`src/rtl/mesi_cache_ctrl.sv`:
```
// MESI coherence controller for a direct-mapped cache with snooping and a req/gnt bus port.
// Optional hit/miss/write-back counters are compiled in when MESI_STATS_EN is defined.
module mesi_cache_ctrl #(
  parameter int IDX_W = 2,
  parameter int TAG_W = 8,
  localparam int AW = TAG_W + IDX_W,
  localparam int NUM_LINES = 1 << IDX_W
) (
  input  logic          CLK,
  input  logic          CLR,
  input  logic          cpu_valid,
  input  logic          cpu_wr,
  input  logic [AW-1:0] cpu_addr,
  output logic          cpu_ready,
  output logic          cpu_done,
  output logic          cpu_hit,
  output logic          bus_req,
  input  logic          bus_gnt,
  output logic [2:0]    bus_cmd,
  output logic [AW-1:0] bus_addr,
  input  logic          bus_shared,
  input  logic          snp_valid,
  input  logic [2:0]    snp_cmd,
  input  logic [AW-1:0] snp_addr,
  output logic          snp_flush,
  output logic [2:0]    line_state
`ifdef MESI_STATS_EN
  ,
  output logic [15:0]   stat_hit,
  output logic [15:0]   stat_miss,
  output logic [15:0]   stat_wb
`endif
);

  localparam logic [2:0] ST_I = 3'b001;
  localparam logic [2:0] ST_S = 3'b010;
  localparam logic [2:0] ST_E = 3'b011;
  localparam logic [2:0] ST_M = 3'b100;

  localparam logic [2:0] CMD_RM  = 3'b001;
  localparam logic [2:0] CMD_WM  = 3'b010;
  localparam logic [2:0] CMD_WB  = 3'b011;
  localparam logic [2:0] CMD_INV = 3'b100;

  localparam logic [1:0] S_IDLE  = 2'd0;
  localparam logic [1:0] S_WB    = 2'd1;
  localparam logic [1:0] S_BUSOP = 2'd2;
  localparam logic [1:0] S_DONE  = 2'd3;

  logic [NUM_LINES-1:0][2:0]       st_q, st_d;
  logic [NUM_LINES-1:0][TAG_W-1:0] tag_q, tag_d;
  logic [1:0]    fsm_q, fsm_d;
  logic [AW-1:0] req_addr_q, req_addr_d;
  logic          req_wr_q, req_wr_d;
  logic          bus_req_q, bus_req_d;
  logic [2:0]    cmd_q, cmd_d;
  logic [AW-1:0] baddr_q, baddr_d;
  logic          issued_q, issued_d;
  logic          flush_q, flush_d;
  logic          wb_grant;

  logic [IDX_W-1:0] s_idx, c_idx, r_idx;
  logic [TAG_W-1:0] s_tag, c_tag, r_tag;

  assign s_idx = snp_addr[IDX_W-1:0];
  assign s_tag = snp_addr[AW-1:IDX_W];
  assign c_idx = cpu_addr[IDX_W-1:0];
  assign c_tag = cpu_addr[AW-1:IDX_W];
  assign r_idx = req_addr_q[IDX_W-1:0];
  assign r_tag = req_addr_q[AW-1:IDX_W];

  // Snoop update is applied to st_d first so the CPU lookup below sees post-snoop state.
  always_comb begin
    st_d       = st_q;
    tag_d      = tag_q;
    fsm_d      = fsm_q;
    req_addr_d = req_addr_q;
    req_wr_d   = req_wr_q;
    bus_req_d  = bus_req_q;
    cmd_d      = cmd_q;
    baddr_d    = baddr_q;
    issued_d   = issued_q;
    flush_d    = 1'b0;
    wb_grant   = 1'b0;

    if (snp_valid && !bus_gnt && tag_q[s_idx] == s_tag && st_q[s_idx] != ST_I) begin
      case (snp_cmd)
        CMD_RM: begin
          flush_d     = (st_q[s_idx] == ST_M);
          st_d[s_idx] = ST_S;
        end
        CMD_WM, CMD_INV: begin
          flush_d     = (st_q[s_idx] == ST_M);
          st_d[s_idx] = ST_I;
        end
        default: ;
      endcase
    end

    case (fsm_q)
      S_IDLE: begin
        if (cpu_valid) begin
          req_addr_d = cpu_addr;
          req_wr_d   = cpu_wr;
          if (tag_q[c_idx] == c_tag && st_d[c_idx] != ST_I) begin
            if (cpu_wr && st_d[c_idx] == ST_S) begin
              fsm_d     = S_BUSOP;
              bus_req_d = 1'b1;
              cmd_d     = CMD_INV;
              baddr_d   = cpu_addr;
              issued_d  = 1'b1;
            end else begin
              if (cpu_wr) st_d[c_idx] = ST_M;
              fsm_d    = S_DONE;
              issued_d = 1'b0;
            end
          end else begin
            issued_d  = 1'b1;
            bus_req_d = 1'b1;
            if (st_d[c_idx] == ST_M) begin
              fsm_d   = S_WB;
              cmd_d   = CMD_WB;
              baddr_d = {tag_q[c_idx], c_idx};
            end else begin
              fsm_d   = S_BUSOP;
              cmd_d   = cpu_wr ? CMD_WM : CMD_RM;
              baddr_d = cpu_addr;
            end
          end
        end
      end
      S_WB: begin
        // A snoop that invalidated the victim makes the write-back unnecessary.
        if (bus_gnt || st_d[r_idx] == ST_I) begin
          st_d[r_idx] = ST_I;
          wb_grant    = bus_gnt;
          fsm_d       = S_BUSOP;
          cmd_d       = req_wr_q ? CMD_WM : CMD_RM;
          baddr_d     = req_addr_q;
        end
      end
      S_BUSOP: begin
        if (bus_gnt) begin
          case (cmd_q)
            CMD_RM: begin
              tag_d[r_idx] = r_tag;
              st_d[r_idx]  = bus_shared ? ST_S : ST_E;
            end
            CMD_WM: begin
              tag_d[r_idx] = r_tag;
              st_d[r_idx]  = ST_M;
            end
            default: st_d[r_idx] = ST_M;
          endcase
          fsm_d     = S_DONE;
          bus_req_d = 1'b0;
        end else if (cmd_q == CMD_INV && st_d[r_idx] == ST_I) begin
          cmd_d = CMD_WM;
        end
      end
      default: fsm_d = S_IDLE;
    endcase
  end

  always_ff @(posedge CLK or posedge CLR) begin
    if (CLR) begin
      st_q       <= {NUM_LINES{ST_I}};
      tag_q      <= '0;
      fsm_q      <= S_IDLE;
      req_addr_q <= '0;
      req_wr_q   <= 1'b0;
      bus_req_q  <= 1'b0;
      cmd_q      <= '0;
      baddr_q    <= '0;
      issued_q   <= 1'b0;
      flush_q    <= 1'b0;
    end else begin
      st_q       <= st_d;
      tag_q      <= tag_d;
      fsm_q      <= fsm_d;
      req_addr_q <= req_addr_d;
      req_wr_q   <= req_wr_d;
      bus_req_q  <= bus_req_d;
      cmd_q      <= cmd_d;
      baddr_q    <= baddr_d;
      issued_q   <= issued_d;
      flush_q    <= flush_d;
    end
  end

`ifdef MESI_STATS_EN
  always_ff @(posedge CLK or posedge CLR) begin
    if (CLR) begin
      stat_hit  <= '0;
      stat_miss <= '0;
      stat_wb   <= '0;
    end else begin
      if (fsm_q == S_DONE) begin
        if (!issued_q && stat_hit != 16'hFFFF) stat_hit <= stat_hit + 16'd1;
        if (issued_q && stat_miss != 16'hFFFF) stat_miss <= stat_miss + 16'd1;
      end
      if (wb_grant && stat_wb != 16'hFFFF) stat_wb <= stat_wb + 16'd1;
    end
  end
`endif

  assign cpu_ready  = (fsm_q == S_IDLE) && !CLR;
  assign cpu_done   = (fsm_q == S_DONE);
  assign cpu_hit    = cpu_done && !issued_q;
  assign bus_req    = bus_req_q;
  assign bus_cmd    = cmd_q;
  assign bus_addr   = baddr_q;
  assign snp_flush  = flush_q;
  assign line_state = st_q[c_idx];

endmodule

```
`config.mk`:
```
export PLATFORM = sky130hd
export DESIGN_NAME = mesi_cache_ctrl
export DESIGN_NICKNAME = d
export VERILOG_FILES = /design/src/rtl/mesi_cache_ctrl.sv
export SDC_FILE = /design/constraint.sdc
export NUM_CORES = 1
export LEC_CHECK = 0
export CAP_MARGIN = 5
export CORE_AREA = 2 2 99 101
export DETAILED_ROUTE_END_ITERATION = 16
export DIE_AREA = 0 0 101 103
export GPL_ROUTABILITY_DRIVEN = 0
export PLACE_DENSITY = 0.82
export SYNTH_ARGS = -nofsm -noshare
export SYNTH_HDL_FRONTEND = slang
export SYNTH_SLANG_ARGS = --single-unit
```
`constraint.sdc`:
```
create_clock -name CLK -period 5.5 [get_ports CLK]
set_input_delay 1.1 -clock CLK [delete_from_list [all_inputs] [get_ports CLK]]
set_output_delay 1.1 -clock CLK [all_outputs]
set_load 0.01 [all_outputs]
```
==> impl_metrics.csv, run 1 <==
group,metric,value,unit
floorplanning,core,9460,sq um
detailed_routing,drc,0,
synth,synth_compound_area_frac,0.163,
critical_path,cp-end-kind,"flip-flop",
sta,min_period,5.27,ns
power,comb_power_share,0.514,
floorplanning,die_w,101,microns
floorplanning,start_util,0.530,
floorplanning,ios,51,
sta,setup_violations,0,
critical_path,cpPeakStageDelay,0.54,ns
grt,track_usage,0.271,
power,p_leak,2.33,nW
grt,grt_pass1_wl,21700,microns
detailed_routing,wirelength_met1,5370,microns
finish,multi_input_area,3000,sq um
grt,antenna_found_initial,0,
cts,ctsHoldBuffers,0,
synth,synthDistinctLibCells,64,
power,power,0.00297,W
sta,skew,0.00989,ns
outcome,status,"finished, final reports clean",
grt,overflow,0,
power,p_int,0.00175,W
synth,synth_ff_type,"dfrtp_1",
cts,clk_latency,0.34,ns
sta,rsz0062_at_grt,"false",
cts,cts_buffers,9,
cts,clock-sinks,73,
placed_design,hpwlAfterDp,10000,microns
cts,cts_root_buf,"clkbuf_8",
cts,cts_buffer_depth,2,
power,seq_power_share,0.345,
synth,yosysTopAreaCell,"dfrtp_1",
critical_path,critPathBufInv,2,
power,switching_share,0.411,
cts,htree_levels,3,
synth,synth_top_family_by_area,"multiplexers",
synth,synth_xor_area_frac,0.0454,
power,power_density,507,nW/um^2
floorplanning,dieArea,10400,sq um
grt,grt_max_degree,48,
synth,netlist_area,5020,sq um
detailed_routing,drt_iter0_drc,506,
finish,seqCellArea,1830,sq um
power,clockPowerShare,0.141,
synth,async_reset_ff_frac,1.00,
sta,post-route-worst-setup-slack,0.234,ns
synth,synth-seq-cells,73,
cts,cts_tree,"yes",
placed_design,post-place-ws,-0.0947,ns
sta,max_slew_margin,0.277,
synth,syn-num-nets,517,
worst_hold_path,hp-class,"flip-flop to flip-flop",
detailed_routing,vias,4322,
critical_path,worst_setup_path_start_kind,"input pin",
synth,synthCells,482,
critical_path,cp_top_family,"compound AO/OA/AOI/OAI gates",
cts,post_cts_buffers,0,
finish,num_antenna_cells,0,
synth,yosysSeqAreaShare,0.365,
sta,max_freq,0.190,GHz
critical_path,cp_max_fo,20,
sta,tightest_slew,1.08,ns
critical_path,crit_type,"input pin to flip-flop",
detailed_routing,wl_per_cell,20.9,microns
sta,slew_violations,0,
synth,synthMuxAreaShare,0.251,
critical_path,path_cells,"clkdlybuf4s50_1 > buf_12 > mux4_2 > xnor2_1 > o2111a_1 > o2111a_2 > nand3_1 > a32o_1 > mux4_2 > mux2i_1 > o31a_1 > a211oi_4 > mux2_2",
sta,fin_crit_sh,0.957,
grt,grt_pass1_vias,4223,
finish,fillers,748,
synth,synth_enable_flop_cells,0,
cts,cts_resized,0,
floorplanning,rows,36,
detailed_routing,routed_wl,13600,microns
finish,area_delta_synth_final,16.7,%
detailed_routing,wl_met3,1140,microns
cts,clk_pin_slew_worst_paths,0.08,ns
detailed_routing,dr.max_layer_used,"met4",
placed_design,io_buffer_count,50,
power,power_switching,0.00122,W
synth,synthAdderAreaFrac,0.0125,
sta,final_hold_viol_count,0,
floorplanning,die_h,103,microns
detailed_routing,routed-wl-met2,6520,microns
finish,fin_nets,567,
power,ir_drop,286,uV
synth,synth_warnings,0,
critical_path,cpMaxStageDelayCell,"mux4_2",
critical_path,cpMostUsedCell,"mux4_2",
critical_path,worstPathRequired,5.73,ns
detailed_routing,drtPass1Iterations,7,
synth,yosys.area_share.simple,0.125,
synth,synthTopCellsByArea,"dfrtp_1 34%, mux2_2 12%, mux4_2 9.0%, mux2i_1 3.8%, o21ai_0 3.4%",
synth,synth_top_area_share,0.344,
detailed_routing,antenna_left,0,
finish,drive_gt1_frac,0.224,
synth,avgSynthCellArea,10.4,sq um
run,maxCapViolations,0,
critical_path,crit_arrival,5.50,ns
detailed_routing,via_per_inst,6.65,
worst register-to-register path: cells and delay by family, from the launching register on:
family	cells	cell delay, ns
DFF	1	0.40
muxes	4	1.59
AOI/OAI and AO/OA	5	1.69
xor gates and xnor gates	1	0.20
and+or+nand+nor	1	0.15
per-layer routing:
layer,vias to the layer above,global-route usage
met5,-,0
met4,0,0.102
met3,61,0.0508
met2,268,0.456
met1,2083,0.350
li1,1910,-
worst paths after layout:
| kind | startpoint | to | slack (ns) | cells past startpoint |
|---|---|---|---|---|
| min in group asynchronous | CLR | bus_cmd[1] | 1.32 | 2 |
| max in group asynchronous | CLR | tag_q[22] | 3.25 | 3 |
| hold reg to reg | issued_q | issued_q | 0.49 | 2 |
| hold / removal | issued_q | issued_q | 0.49 | 2 |
| setup reg to reg | tag_q[27] | bus_addr[6] | 1.36 | 11 |
| setup / recovery | snp_addr[0] | bus_addr[6] | 0.23 | 13 |
synthesized netlist by cell type (3+ instances only):
cell       count
clkbuf_1      17
nand2b_1       8
o211ai_1       6
mux2i_1       19
o2111ai_1      4
a32oi_1        3
nor2b_1        7
and3_1         4
o21ai_0       34
mux4_2        20
inv_1         16
nor3b_1        8
a31oi_1       14
dfstp_2        4
dfrtp_1       69
a21oi_1       10
nand3_1       11
a22o_1         3
nor3_1        10
ha_1           5
o31ai_1        4
nor2_1        27
buf_1          3
nand2_1       42
xnor2_1       18
buf_6          3
xor2_1         8
mux2_2        54
cell usage in the layout, fill, tap and decap left out, types with 5 or more instances in the layout:
cell	instances
o211ai_1	6
nand2b_1	8
nor3_1	10
mux2_2	54
ha_1	5
o21ai_0	34
xnor2_1	18
nor2b_1	7
clkdlybuf4s50_1	50
nand2_1	42
nor3b_1	8
a31oi_1	14
mux4_2	20
xor2_1	8
nor2_1	27
inv_1	15
nand3_1	11
buf_4	14
clkbuf_8	9
dfrtp_1	69
mux2i_1	19
a21oi_1	10
final cells by class:
type                       count  area share
sequential                    73       0.313
tap                          114      0.0244
timing repair buffer          65       0.107
multi-input combinational    366       0.512
clock buffer                   9      0.0212
clock inverter                 6      0.0115
inverter                      17      0.0109
flip-flops by register name, summed over array words and instances (netlist names):
| name | cells |
|---|---|
| bus_addr | 10 |
| bus_req | 1 |
| req_addr_q | 10 |
| issued_q | 1 |
| fsm_q | 2 |
| st_q | 12 |
| tag_q | 32 |
| req_wr_q | 1 |
| bus_cmd | 3 |
| snp_flush | 1 |
kinds of logic after synthesis:
group / after synthesis
AO/OA/AOI/OAI: 113
XOR/XNOR: 26
adder cells (fa/ha/maj): 5
buffers and inverters: 43
flip-flops: 73
multiplexers: 94
AND/OR/NAND/NOR: 128
through the flow:
| step | instance area (sq um) | util | hold slack, ns | TNS (ns) | std cells |
|---|---|---|---|---|---|
| 2_1_floorplan | 5020 | - | 0.450 | 0 | 482 |
| 3_3_place_gp | 5660 | 0.599 | 0.470 | 0 | 635 |
| 3_5_place_dp | 5660 | 0.599 | 0.475 | -0.857 | 635 |
| 4_1_cts | 5850 | 0.619 | 0.494 | 0 | 650 |
| 5_1_grt | 5850 | 0.619 | 0.521 | 0 | 650 |
| 6_report | 5850 | 0.619 | 0.492 | 0 | 650 |
power groups by stage:
stage                     logic (W)  registers (W)  clock network, W
after floorplan             0.00109       0.000941                 0
after detailed placement    0.00150        0.00102                 0
final                       0.00153        0.00102          0.000417
after CTS                   0.00151        0.00101          0.000422
after global routing        0.00165        0.00105          0.000448
after global placement      0.00145        0.00100                 0
(Power assumes the default switching activity.)
==> inputs of run 2 (changes only) <==
Clock period 5.5 ns to 6.69 ns, I/O delays scaled along.
==> run 2 against run 1 <==
Against the previous run: power fell by 19%; clock power fell by 19%; sequential share of layout area rose by 0.43 points; sequential power fell by 18%; die area did not move; register-to-register slack improved by 0.94 ns; combinational power fell by 19%; non-clock buffer count fell by 8; largest power group unchanged.
==> impl_metrics.csv, run 2 (synthesized netlist as in run 1, its figures left out) <==
group,metric,value,unit
finish,final_cell_mix,"69 x dfrtp_1, 54 x mux2_2, 50 x clkdlybuf4s50_1",
power,power_density,418,nW/um^2
critical_path,cp-end-kind,"flip-flop",
finish,largest_register_ffs,32,
finish,num_antenna_cells,0,
finish,fillers,757,
detailed_routing,vias,4211,
sta,min_period,5.95,ns
critical_path,cp_max_fo,22,
grt,grt_max_degree,45,
floorplanning,dieArea,10400,sq um
detailed_routing,antenna_left,0,
sta,skew,0.0148,ns
finish,drive_gt1_frac,0.210,
critical_path,cp_num_cells,12,
cts,cts_resized,0,
placed_design,place_area,5590,sq um
power,ir_drop,254,uV
sta,holdWs,0.490,ns
detailed_routing,drc,0,
cts,clk_pin_slew_worst_paths,0.08,ns
critical_path,cpPeakStageDelay,0.81,ns
cts,cts_buffer_depth,2,
detailed_routing,routed_wl,13200,microns
critical_path,crit_type,"input pin to flip-flop",
critical_path,worst_setup_path_start_kind,"input pin",
sta,slew_violations,0,
sta,rsz0062_at_grt,"false",
critical_path,reg2regPathDepth,11,
sta,setup_violations,0,
placed_design,io_buffer_count,50,
cts,cts_root_buf,"clkbuf_8",
finish,reg.largest.list,"tag_q: 32 flops, st_q: 12 flops",
cts,clock-sinks,73,
critical_path,worstPathRequired,6.91,ns
detailed_routing,via_per_inst,6.56,
cts,htree_levels,3,
finish,area_delta_synth_final,15.1,%
critical_path,critPathBufInv,2,
run,maxCapViolations,0,
detailed_routing,drt_iter0_drc,356,
grt,track_usage,0.268,
cts,cts_tree,"yes",
cts,cts_buffers,9,
sta,max_slew_margin,0.253,
sta,fin_crit_sh,0.890,
critical_path,cpMostUsedCell,"mux4_2",
detailed_routing,drtPass1Iterations,5,
grt,grt_pass1_vias,4051,
placed_design,dp.cells,627,
cts,post_cts_buffers,0,
worst_hold_path,hp-class,"flip-flop to flip-flop",
finish,final_cells,642,
grt,antenna_found_initial,0,
sta,tightest_slew,1.12,ns
floorplanning,ios,51,
floorplanning,rows,36,
finish,fin_nets,559,
critical_path,cp_top_family,"compound AO/OA/AOI/OAI gates",
placed_design,hpwlAfterDp,9700,microns
finish,post-route-cell-area,5770,sq um
sta,final_hold_viol_count,0,
grt,overflow,0,
sta,max_freq,0.168,GHz
grt,grt_pass1_wl,21400,microns
critical_path,crit_arrival,6.18,ns
detailed_routing,wl_per_cell,20.6,microns
finish,utilization,0.610,
power,p_leak,2.29,nW
floorplanning,die_w,101,microns
cts,ctsHoldBuffers,0,
outcome,status,"finished, final reports clean",
critical_path,cpMaxStageDelayCell,"clkdlybuf4s50_1",
floorplanning,start_util,0.530,
cts,clk_latency,0.35,ns
worst_hold_path,hold_depth,2,
floorplanning,die_h,103,microns
sta,setup-tns-final,0,ns
floorplanning,core,9460,sq um
finish,layout.cells.most_common,"dfrtp_1",
finish,largest_register,"tag_q",
critical_path,path_cells,"clkdlybuf4s50_1 > buf_4 > mux4_2 > a21oi_1 > o2111a_2 > nand3_1 > a22o_1 > mux4_2 > mux2i_1 > o31a_1 > a211oi_4 > mux2_2",
run 2: changes by cell type in the layout (fill, tap and decap cells not counted):
cell	previous run	this run
buf_4	14	7
clkinv_4	0	2
clkinvlp_4	2	0
inv_6	2	0
buf_12	1	0
clkbuf_1	0	1
clkinv_2	1	2
run 2: worst register-to-register path, stage by stage (launching register included):
cell and delay, ns:
dfrtp_1 0.42, mux4_2 0.48, xor2_1 0.16, nor2_1 0.22
o2111a_2 0.51, nand3_1 0.19, a22o_1 0.29, mux4_2 0.55
mux2i_1 0.18, o31a_1 0.36, a211oi_4 0.51, mux2_2 0.39
run 2: routing by layer:
metal / vias up / GRT usage / routed length [microns]
li1: 1891 / - / -
met1: 2046 / 0.351 / 5280
met2: 232 / 0.454 / 6490
met3: 42 / 0.0569 / 1070
met4: 0 / 0.0780 / 371
met5: - / 0 / 0
run 2: worst paths after layout:
kind / startpoint / to / slack (ns)
setup / recovery: snp_addr[0] / bus_addr[1] / 0.74
hold / removal: issued_q / issued_q / 0.49
setup reg to reg: tag_q[7] / bus_addr[1] / 2.30
hold reg to reg: issued_q / issued_q / 0.49
max in group asynchronous: CLR / bus_addr[1] / 4.25
min in group asynchronous: CLR / st_q[7] / 1.43
run 2: where the power goes:
part | internal (W) | switching, W | total [W]
Clock | 0.000170 | 0.000166 | 0.000336
Sequential | 0.000638 | 0.000200 | 0.000838
Combinational | 0.000621 | 0.000618 | 0.00124
run 2: final cells by class:
| class | instances | area (sq um) | share of cell area |
|---|---|---|---|
| clock buffers | 10 | 128 | 0.0221 |
| well taps | 114 | 143 | 0.0247 |
| multi-input cells | 366 | 3000 | 0.519 |
| clock inverters | 5 | 57.6 | 0.00997 |
| flip-flops and latches | 73 | 1830 | 0.317 |
| inverters | 17 | 63.8 | 0.0111 |
| repair buffers | 57 | 553 | 0.0958 |
run 2: stage by stage:
step | worst slack, ns | power (W)
finish | 0.738 | 0.00241
global route | 0.473 | 0.00256
CTS | 0.768 | 0.00240
detailed placement | 0.412 | 0.00205
global placement | 0.575 | 0.00201
floorplan | 1.77 | 0.00167
